--- config.mk ---
export PLATFORM = sky130hd
export DESIGN_NAME = encoder
export DESIGN_NICKNAME = d
export VERILOG_FILES = /design/src/rtl/encoder.sv
export SDC_FILE = /design/constraint.sdc
export NUM_CORES = 1
export LEC_CHECK = 0
export CAP_MARGIN = 0
export CORE_AREA = 2 2 39 41
export CTS_BUF_LIST = sky130_fd_sc_hd__clkbuf_8
export CTS_CLUSTER_SIZE = 28
export DETAILED_ROUTE_END_ITERATION = 8
export DIE_AREA = 0 0 41 43
export PLACE_DENSITY = 0.55
export SLEW_MARGIN = 25
export SYNTH_ARGS = -nofsm -noshare
export SYNTH_HDL_FRONTEND = slang
export SYNTH_SLANG_ARGS = --single-unit
--- constraint.sdc ---
create_clock -name clk -period 2.1 [get_ports clk]
set_clock_uncertainty 0.2 [all_clocks]
set_input_delay 0.315 -clock clk [delete_from_list [all_inputs] [get_ports clk]]
set_output_delay 0.315 -clock clk [all_outputs]
set_load 0.02 [all_outputs]
--- src/rtl/encoder.sv ---
// Registered 8-to-3 priority encoder with valid and multi-hit flags.
// One cycle latency; outputs are zero whenever no real index is held.
module encoder (
    input  logic       clk,
    input  logic       rst,
    input  logic [7:0] din,
    input  logic       en,
    output logic [2:0] y,
    output logic       valid,
    output logic       multi
);

    logic [2:0] y_d;
    logic [2:0] y_q;
    logic       valid_d;
    logic       valid_q;
    logic       multi_d;
    logic       multi_q;

    // Next-state: highest set bit wins; disabled or empty input yields all zeros.
    always_comb begin
        y_d     = 3'd0;
        valid_d = 1'b0;
        multi_d = 1'b0;
        if (en == 1'b1) begin
            if (din != 8'd0) begin
                for (int i = 0; i < 8; i++) begin
                    if (din[i]) begin
                        y_d = 3'(i);
                    end
                end
                valid_d = 1'b1;
                // Clearing the lowest set bit leaves something iff two or more were set.
                multi_d = |(din & (din - 8'd1));
            end
        end
    end

    // Output registers with synchronous reset taking priority over the sample.
    always_ff @(posedge clk) begin
        if (rst) begin
            y_q     <= 3'd0;
            valid_q <= 1'b0;
            multi_q <= 1'b0;
        end else begin
            y_q     <= y_d;
            valid_q <= valid_d;
            multi_q <= multi_d;
        end
    end

    assign y     = y_q;
    assign valid = valid_q;
    assign multi = multi_q;

endmodule

# == Word level (Yosys, flattened, before mapping) ==
# Index checks and enable logic that the tools add are counted.
# classes
n_bitwise,3
muxes,8
reduce_logical,4
n_addsub,1
# ops
operator,count
$mux 3,6
$and 8x8->8,1
$reduce_bool 8->1,1
$reduce_or 8->1,1
$sub 8x1->8 const B,1
$reduce_or 3->1,1
$mux 1,2
$not 1->1,2
$reduce_or 2->1,1
# word_totals
elab_cells,19
register_bits,5

# == Logic depth before layout (Yosys ltp) ==
# logic_depth
ltp_word,7
ltp_mapped,4
mapped_depth_nobuf,4

# == Worst setup path after synthesis ==
# OpenSTA, ideal clock, no wires.
# synth_timing
path_kind,input-to-reg
start,input port din[6]
end,register multi_q (netlist: multi)
path_slack_ps,919
cell_stages,3
arrival_time_ps,843
setup_ps,138
n_path_buf,0
cell_sequence,nor4_2 -> o21a_1 -> a211oi_2
# synth_via
elab_chain_len,3
# synth_lines
item,line_no,rtl
start: declaration,6,"input logic [7:0] din,"
$sub 8x1->8 or $reduce_bool 8->1 (tied branches),"34, 26",
$and 8x8->8 or $not 1->1 (tied branches),--,
$reduce_or 8->1 or $reduce_or 3->1 (tied branches),--,
end signal: assignment,48,multi_q <= multi_d;
end: declaration,18,logic multi_q;
# Parallel ways exist; a longest one is shown, timed or not.
# A chain may end at the register's enable or synchronous reset.

# == Final worst setup path ==
# layout_timing
start,register valid_q (netlist: valid)
end,output port valid
# layout_lines
item,line_no,rtl
start: declaration,16,logic valid_q;
start signal: assignment,47,valid_q <= valid_d;
end: declaration,9,"output logic valid,"
# No word-level cell between the ends.

==> run summary <==
Area Overhead vs Synth -> 88.20%
met1 Track Usage GR -> 8.974%
hold_buf cts -> 0
Total Wirelength -> 527 um
ys async rst share -> 0%
# clock sinks -> 5
clock buffer depth -> 2
Post-synth EDFFs -> 0
top cells by area, synth -> dfxtp_1 41%, a21oi_1 8.2%, a211oi_1 6.2%
Synth cell types -> 14
I/O Buffers -> 15
worst endpoint data arrival time -> 1100 ps
unrepaired setup endpoints after global routing -> false
layout filler cell count -> 150
status -> complete, no violations
Sw Ratio -> 21.28%
register area share after synthesis -> 41.03%
Worst Hold Depth -> 3
final setup fails -> 0
initial antenna violation count -> 0
worst vdd ir -> 0.1881 mV
Root Buffer -> clkbuf_8
starting density of the core -> 17.63%
power share of the combinational group -> 18.2%
I/O pin cnt -> 16
CP delay by family, top -> buffers and inverters
critical path class -> reg -> out
Avg Inst Size Synth -> 9.384 um2
Net Switching -> 0.07014 mW
core footprint -> 0.001384 mm2
Post-Synthesis Cells -> 26
GR peak layer -> met2
die height -> 43 um
DP Wirelength -> 429.5 um
slowest cell on the critical path -> clkdlybuf4s50_1
WL/cell -> 8.639 um
standard-cell rows -> 14
Die ar. -> 0.001763 mm2
GPL Wtd Cong -> 0.7327
Die X -> 41 um
post-CTS setup buffers -> 0
Main synth FF type -> dfxtp_1
#FFs+latches synth -> 5
synth warn -> 0
Critical Path Fanout Max -> 1
TritonCTS clock tree -> yes
P_leak -> 0.1741 nW
PwrDens -> 718.0 mW/mm2
most instantiated cells after synthesis -> 5 x dfxtp_1, 4 x a21oi_1, 3 x nor2_1
register share of total power -> 30.9%
Internal Power -> 0.2596 mW
drt first pass iters -> 2
final sum of negative setup slack -> 0 ps
Final period util -> 77.03%
max_cap viols -> 0
1st-iter DRT viols -> 1
count leader, synth -> dfxtp_1
top cell type's share of synthesized area -> 41.03%
layout cells sized above 1 -> 15.56%
clock network power share -> 50.9%
Rel. slew slack -> 68.10%
Vias per Instance -> 4.066
DR vias -> 248
Synth Cell Area -> 244.0 um2
worst hold path class -> in -> reg
pin count of the biggest net entering global routing -> 6
CP Capture Type -> output port
Ant. Diodes -> 0
Clock Pin Slew Worst Setup and Hold Paths -> 30 ps
GR Util met3 -> 3.141%
slowest cell delay on critical path -> 590 ps
area leader, netlist -> dfxtp_1
Power Total -> 0.3297 mW
met2 Usage GRT -> 9.063%
nets -> 57
crit-path cells -> clkdlybuf4s50_1
vias in the first global route -> 220
wire length of the first global-routing pass -> 841 um
Critical Path Start Type -> register
CTS buffer count -> 3
Antenna Nets Post-Route -> 0
Critical Path RT -> 1580 ps
post-route DRC violation count -> 0
max-slew violation total from the final report -> 0
syn_nets -> 37
Hold WS -> 577.2 ps
cts repair resizes -> 0
crit path buf inv count -> 1
Hold Vio Cnt, Final -> 0
GRT Total Usage -> 7.222%
Fmax -> 618.2 MHz
Period minus WS final -> 1618 ps
Least-Margin Pin Slew -> 474.2 ps
H-tree Lvls -> 1
total grt overflow -> 0
WP depth -> 1
-- power by group through the flow --
stage / Combinational [mW] / Clock (mW) / Sequential [mW]
6_report: 0.0599 / 0.168 / 0.102
5_1_grt: 0.0651 / 0.181 / 0.102
4_1_cts: 0.0604 / 0.174 / 0.102
3_5_place_dp: 0.0600 / 0 / 0.103
3_3_place_gp: 0.0603 / 0 / 0.103
2_1_floorplan: 0.0155 / 0 / 0.111
-- kinds of logic after synthesis --
logic type	share of synthesized area, %
and+or+nand+nor	17.44
buffers and inverters	3.078
DFF	41.03
adders and majority gates	4.615
AOI/OAI and AO/OA	33.84
-- cell usage in the layout, fill, tap and decap left out --
cell	instances
clkbuf_8	3
o21ai_0	1
o21a_1	1
nand2b_1	2
nor4_1	1
a211oi_1	2
a21oi_1	4
o2bb2ai_2	1
inv_1	3
clkdlybuf4s50_1	15
dfxtp_1	5
nor2_1	3
nor4_2	1
maj3_2	1
a211oi_2	1
o21bai_1	1
-- layout make-up --
class | instances | area (um2) | share of cell area (%)
repair buffers | 15 | 150.1 | 32.70
multi-input cells | 19 | 136.4 | 29.70
flip-flops and latches | 5 | 100.1 | 21.80
clock buffers | 3 | 41.29 | 8.992
well taps | 16 | 20.02 | 4.360
inverters | 2 | 7.507 | 1.635
clock inverters | 1 | 3.754 | 0.8174
-- path summary, 6_finish.rpt --
path                   from     to  slack (ps)
worst max-delay path  valid  valid         480
worst min-delay path     en  multi         580
-- layer usage --
metal  vias up  wire length [um]  share of wire (%)
met3         0                53                 10
met2        11               239                 45
met5         -                 0                  0
met1       103               234                 44
li1        134                 -                  -
met4         0                 0                  0
-- state kept, by name, indices dropped and copies added, names as in the netlist --
register and cells:
multi 1, valid 1, y 3
-- per-stage QoR --
stage | worst slack [ps] | cell area, um2 | util (%) | cells
after CTS | 469.7 | 459.2 | 33.18 | 61
final | 482.3 | 459.2 | 33.18 | 61
after global placement | 367.3 | 414.1 | 29.93 | 57
after detailed placement | 336.1 | 414.1 | 29.93 | 57
after floorplan | 918.7 | 244.0 | - | 26
after global routing | 432.0 | 459.2 | 33.18 | 61
Power figures use the tool's default switching activity.
